<file path="config.mk">
export PLATFORM = sky130hd
export DESIGN_NAME = fmap_stream_buf
export DESIGN_NICKNAME = d
export VERILOG_FILES = /design/src/rtl/nn_pkg.sv /design/src/rtl/fmap_ram.sv /design/src/rtl/fmap_stream_buf.sv
export SDC_FILE = /design/constraint.sdc
export NUM_CORES = 2
export LEC_CHECK = 0
export CAP_MARGIN = 15
export CORE_MARGIN = 5
export CORE_UTILIZATION = 45
export DETAILED_ROUTE_END_ITERATION = 6
export PLACE_DENSITY = 0.58
export SYNTH_ARGS = -nofsm -noshare
export SYNTH_HDL_FRONTEND = slang
export SYNTH_SLANG_ARGS = --single-unit
</file>
<file path="constraint.sdc">
create_clock -name clk -period 9.4 [get_ports clk]
set_input_delay 1.88 -clock clk [delete_from_list [all_inputs] [get_ports clk]]
set_output_delay 1.88 -clock clk [all_outputs]
set_load 0.02 [all_outputs]
</file>
<file path="src/rtl/nn_pkg.sv">
// Shared types and elaboration helpers for the feature-map buffering blocks.
package nn_pkg;

  typedef enum logic [1:0] {
    ST_IDLE,
    ST_FILL,
    ST_READY,
    ST_DRAIN
  } state_t;

  // Never returns less than 1 so degenerate sizes still produce a legal vector.
  function automatic int clog2(input int v);
    int r;
    r = 0;
    for (int i = 0; i < 31; i++) begin
      if ((1 << i) < v) r = i + 1;
    end
    return (r < 1) ? 1 : r;
  endfunction

  function automatic int depth_of(input int size);
    return size * size;
  endfunction

endpackage

</file>
<file path="src/rtl/fmap_ram.sv">
// Simple dual-port frame store: one write port, one synchronous read port, no reset on contents.
module fmap_ram #(
  parameter int DEPTH  = 36,
  parameter int W      = 48,
  parameter int ADDR_W = 6
) (
  input  logic              clk,
  input  logic              wr_en,
  input  logic [ADDR_W-1:0] wr_addr,
  input  logic [W-1:0]      wr_data,
  input  logic              rd_en,
  input  logic [ADDR_W-1:0] rd_addr,
  output logic [W-1:0]      rd_data
);

  logic [W-1:0] mem [DEPTH];

  always_ff @(posedge clk) begin
    if (wr_en) mem[wr_addr] <= wr_data;
    if (rd_en) rd_data <= mem[rd_addr];
  end

endmodule

</file>
<file path="src/rtl/fmap_stream_buf.sv">
// Captures one raster feature-map frame, then replays it as a pixel stream on start.
// Replay latency is two cycles from the start edge; optional idle gap after each row.
module fmap_stream_buf
  import nn_pkg::*;
#(
  parameter int N       = 16,
  parameter int CHANNEL = 3,
  parameter int SIZE    = 6,
  parameter int ROW_GAP = 0
) (
  input  logic                 clk,
  input  logic                 rst,
  input  logic                 input_vld,
  input  logic [CHANNEL*N-1:0] input_din,
  input  logic                 input_end,
  input  logic                 start,
  output logic                 buf_full,
  output logic                 busy,
  output logic [CHANNEL*N-1:0] stream_dout,
  output logic                 stream_dout_vld,
  output logic                 stream_dout_end,
  output logic                 err_overflow,
  output logic                 err_frame
);

  localparam int W      = CHANNEL * N;
  localparam int DEPTH  = depth_of(SIZE);
  localparam int ADDR_W = clog2(DEPTH);
  localparam int GAP_W  = clog2(ROW_GAP + 1);
  localparam int COL_W  = clog2(SIZE);
  localparam logic [ADDR_W-1:0] LAST = ADDR_W'(DEPTH - 1);

  state_t            state;
  logic [ADDR_W-1:0] wr_cnt;
  logic [ADDR_W-1:0] rd_cnt;
  logic [COL_W-1:0]  col_cnt;
  logic [GAP_W-1:0]  gap_cnt;
  logic              rd_done;
  logic              rd_vld_q;
  logic              rd_last_q;
  logic [W-1:0]      rd_data;

  logic              wr_en;
  logic [ADDR_W-1:0] wr_addr;
  logic              wr_last;
  logic              rd_en;

  assign wr_en   = input_vld && (state == ST_IDLE || state == ST_FILL);
  assign wr_addr = (state == ST_FILL) ? wr_cnt : '0;
  assign wr_last = (wr_addr == LAST);
  assign rd_en   = (state == ST_DRAIN) && !rd_done && (gap_cnt == '0);

  fmap_ram #(
    .DEPTH (DEPTH),
    .W     (W),
    .ADDR_W(ADDR_W)
  ) u_ram (
    .clk    (clk),
    .wr_en  (wr_en),
    .wr_addr(wr_addr),
    .wr_data(input_din),
    .rd_en  (rd_en),
    .rd_addr(rd_cnt),
    .rd_data(rd_data)
  );

  always_ff @(posedge clk or posedge rst) begin
    if (rst) begin
      state           <= ST_IDLE;
      wr_cnt          <= '0;
      rd_cnt          <= '0;
      col_cnt         <= '0;
      gap_cnt         <= '0;
      rd_done         <= 1'b0;
      rd_vld_q        <= 1'b0;
      rd_last_q       <= 1'b0;
      buf_full        <= 1'b0;
      busy            <= 1'b0;
      stream_dout     <= '0;
      stream_dout_vld <= 1'b0;
      stream_dout_end <= 1'b0;
      err_overflow    <= 1'b0;
      err_frame       <= 1'b0;
    end else begin
      // Output stage sits one cycle behind the RAM read register.
      rd_vld_q        <= rd_en;
      rd_last_q       <= rd_en && (rd_cnt == LAST);
      stream_dout_vld <= rd_vld_q;
      stream_dout_end <= rd_last_q;
      if (rd_vld_q) stream_dout <= rd_data;

      if (input_vld && (state == ST_READY || state == ST_DRAIN)) err_overflow <= 1'b1;
      if (wr_en && (input_end != wr_last)) err_frame <= 1'b1;

      case (state)
        ST_IDLE: begin
          if (input_vld) begin
            if (wr_last) begin
              state    <= ST_READY;
              buf_full <= 1'b1;
            end else begin
              state  <= ST_FILL;
              busy   <= 1'b1;
              wr_cnt <= ADDR_W'(1);
            end
          end
        end
        ST_FILL: begin
          if (input_vld) begin
            if (wr_last) begin
              state    <= ST_READY;
              busy     <= 1'b0;
              buf_full <= 1'b1;
              wr_cnt   <= '0;
            end else begin
              wr_cnt <= wr_cnt + ADDR_W'(1);
            end
          end
        end
        ST_READY: begin
          if (start) begin
            state    <= ST_DRAIN;
            buf_full <= 1'b0;
            busy     <= 1'b1;
            rd_cnt   <= '0;
            col_cnt  <= '0;
            gap_cnt  <= '0;
            rd_done  <= 1'b0;
          end
        end
        ST_DRAIN: begin
          if (rd_en) begin
            if (rd_cnt == LAST) begin
              rd_done <= 1'b1;
            end else begin
              rd_cnt <= rd_cnt + ADDR_W'(1);
              if (col_cnt == COL_W'(SIZE - 1)) begin
                col_cnt <= '0;
                gap_cnt <= GAP_W'(ROW_GAP);
              end else begin
                col_cnt <= col_cnt + COL_W'(1);
              end
            end
          end else if (gap_cnt != '0) begin
            gap_cnt <= gap_cnt - GAP_W'(1);
          end
          // Leave one cycle after the final pixel has been presented.
          if (stream_dout_end) begin
            state <= ST_IDLE;
            busy  <= 1'b0;
          end
        end
        default: state <= ST_IDLE;
      endcase
    end
  end

endmodule
</file>
==> metrics <==
Synth cell types 53; Max Cap Viol 0; most common cell after layout, fill and taps aside edfxtp_1; Startpoint Class input pin; worst path required time 9.83 ns; CTS tree done; Top Ports between 100 and 150; status finished clean; register area share after synthesis 77.7%; Post-DP Area between 70000 and 80000 um^2; Congestion Overflow GR 0; Final min period about 5 ns; DRT Pass-1 Iters 5; Lkg Pwr between 20 and 30 nW; pre-CTS WS 3.57 ns; Sw Pwr approximately 6.1 mW; vias in the first global route approximately 35000; Num CTS Buffers roughly 190; Async SR Flop Fraction ~3.8%; first-pass GRT wire length around 250000 um; Worst-Margin Slew approximately 1.1 ns; critical path capture point type register; Switching Fraction between 20 and 30%; synthesized area per cell 21.1 um^2; final RePlAce weighted congestion between 0.7 and 0.8; drt initial violations 3006; share of post-route cells with drive strength above 1 between 20% and 30%; Internal roughly 15 mW; Post-DRT Antenna Nets 0; vias 33900; die height around 400 um; Worst Path Max Fanout 25; Comb pwr share 21.1%; Max VDD drop ~0.22 mV; worst skew pair latency a little over 0.8 ns; cts hold-fix bufs 0; CP arrival ~5.4 ns; synthesized area between 70000 and 80000 um^2; routed len/inst 29.6 um; Most used DFF post-synth edfxtp_1; post-route cell area approximately 80000 um^2; final setup fails 0; Final WS setup between 4 and 5 ns; DP Wirelength about 95000 um; Power Density roughly 270 nW/um^2; ant diodes 0; Worst-path clk slew 0.06 ns; worst min path class reg -> reg; CTS Buffer Depth 3; Worst Skew between 0.04 and 0.05 ns; drt drc 0; RSZ-0062 raised after global routing no; met3 Usage GRT roughly 3.4%; area grow syn2layout 13.9%; largest net degree at the start of global routing approximately 110; final WL around 170000 um; IO Port Bufs around 110; critical path type in -> reg; GRT busiest layer met2; Rows 145; slew margin rel. between 20% and 30%; count of pins over their slew limit 0; Final Hold Viols 0; post-route clock period utilization 53.1%; Seq pwr share between 40% and 50%; post-CTS setup buffers 0; YS warnings 0; Post-synth EDFFs roughly 1800; total power 21.4 mW; most frequent cells in the layout edfxtp_1 (1776), mux2i_1 (292), mux2_2 (194), clkbuf_16 (187), mux4_2 (154); total number of H-tree levels 4; # clock sinks 1847; M1 GR Usage between 20% and 30%; DR vias/cell between 5 and 6; Die Area around 170000 um^2; upper clock frequency limit 200 MHz; Nets around 3600; Cells after Synth approximately 3400; Clock Power Share between 30% and 40%; root buf cell clkbuf_16; Resized cells post-CTS 0; gr usage total between 20% and 30%; syn nets 3424; Starting Density between 40% and 50%; met2 GRT Util ~33%; Seq cells post-synth 1847; Die X 407 um; Core Region between 150000 and 200000 um^2; setup TNS 0 ns; initial antenna violation count 2
-- cell type report --
| type | instances | area [um^2] |
|---|---|---|
| Timing Repair Buffer | 233 | 2080 |
| Clock buffer | 241 | 4930 |
| Tap cell | 2058 | 2570 |
| Clock inverter | 102 | 903 |
| Fill cell | 12400 | 75700 |
| Sequential cell | 1847 | 55100 |
| Multi-Input combinational cell | 1307 | 15000 |
| Inverter | 14 | 58.8 |
-- routing by layer --
metal / vias up / share of wire, %
met3: 261 / 5.5
met1: 18000 / 43
met4: 2 / 3.2
met2: 1040 / 48
li1: 14600 / -
met5: - / 0.0076
-- final timing paths --
path / slack (ns) / cells past startpoint / to / start
setup / recovery: 4.41 / 7 / u_ram.mem[15][21] / input_vld
hold / removal: 0.35 / 0 / stream_dout_end / rd_last_q
setup reg to reg: 4.92 / 6 / u_ram.rd_data[5] / rd_cnt[2]
hold reg to reg: 0.35 / 0 / stream_dout_end / rd_last_q
max in group asynchronous: 6.75 / 3 / rd_vld_q / rst
min in group asynchronous: 1.46 / 2 / err_frame / rst
-- flip-flops by register name (all words and copies together), names as in the netlist --
name,flops
buf_full,1
busy,1
err_frame,1
err_overflow,1
rd_cnt,6
rd_done,1
rd_last_q,1
rd_vld_q,1
state,2
stream_dout,48
stream_dout_end,1
stream_dout_vld,1
u_ram.mem,1728
u_ram.rd_data,48
wr_cnt,6
-- worst max-delay path: stages --
cell	delay, ns
clkdlybuf4s50_1	0.46
buf_4	0.20
and2_1	0.24
nor2b_1	0.30
nand3b_1	0.61
nor2_4	1.05
buf_4	0.63
-- logic make-up after synthesis --
kind of cell,synth area share [%]
xor+xnor,0.0494
mux,15.3
flops,77.7
compound gates,4.35
buf+inv,1.50
fa+ha+maj,0.124
simple gates,0.972
-- synthesized netlist by cell type (2+ instances only) --
cell type	n	area [um^2]
a2111oi_0	28	245
a2111oi_1	20	200
a211oi_1	98	736
a21oi_1	6	30.0
a221oi_1	2	17.5
a22o_1	2	17.5
a31oi_1	2	12.5
and2_1	2	12.5
and3_1	2	12.5
buf_1	8	30.0
buf_2	61	305
buf_4	19	143
buf_6	17	191
clkbuf_1	91	342
dfrtp_1	71	1780
edfxtp_1	1776	53300
ha_1	7	87.6
inv_1	14	52.6
mux2_2	194	2180
mux2i_1	292	2920
mux4_1	86	2260
mux4_2	154	3470
nand2_1	11	41.3
nand2b_1	4	25.0
nand3_1	13	65.1
nand3b_1	3	22.5
nand4_1	5	31.3
nor2_1	92	345
nor2b_1	7	43.8
nor3b_1	2	15.0
o21ai_0	58	290
o221a_2	48	541
o22ai_1	146	913
or2_2	2	12.5
xor2_1	3	26.3
-- power groups by stage --
stage / combinational (mW) / clock [mW] / sequential (mW)
final: 4.52 / 7.05 / 9.83
after detailed placement: 4.58 / 0 / 10.0
after floorplan: 2.95 / 0 / 9.89
after global placement: 4.54 / 0 / 10.0
after global routing: 4.80 / 7.55 / 9.87
after CTS: 4.59 / 7.19 / 9.85
-- metrics by stage --
step,cells,hold WS [ns],utilization [%]
after global routing,5802,0.357,51.6
after global placement,5456,0.336,47.9
after detailed placement,5457,0.344,47.9
after floorplan,3364,0.331,-
after CTS,5800,0.351,51.6
final,5802,0.349,51.6
Power figures use the tool's default switching activity.
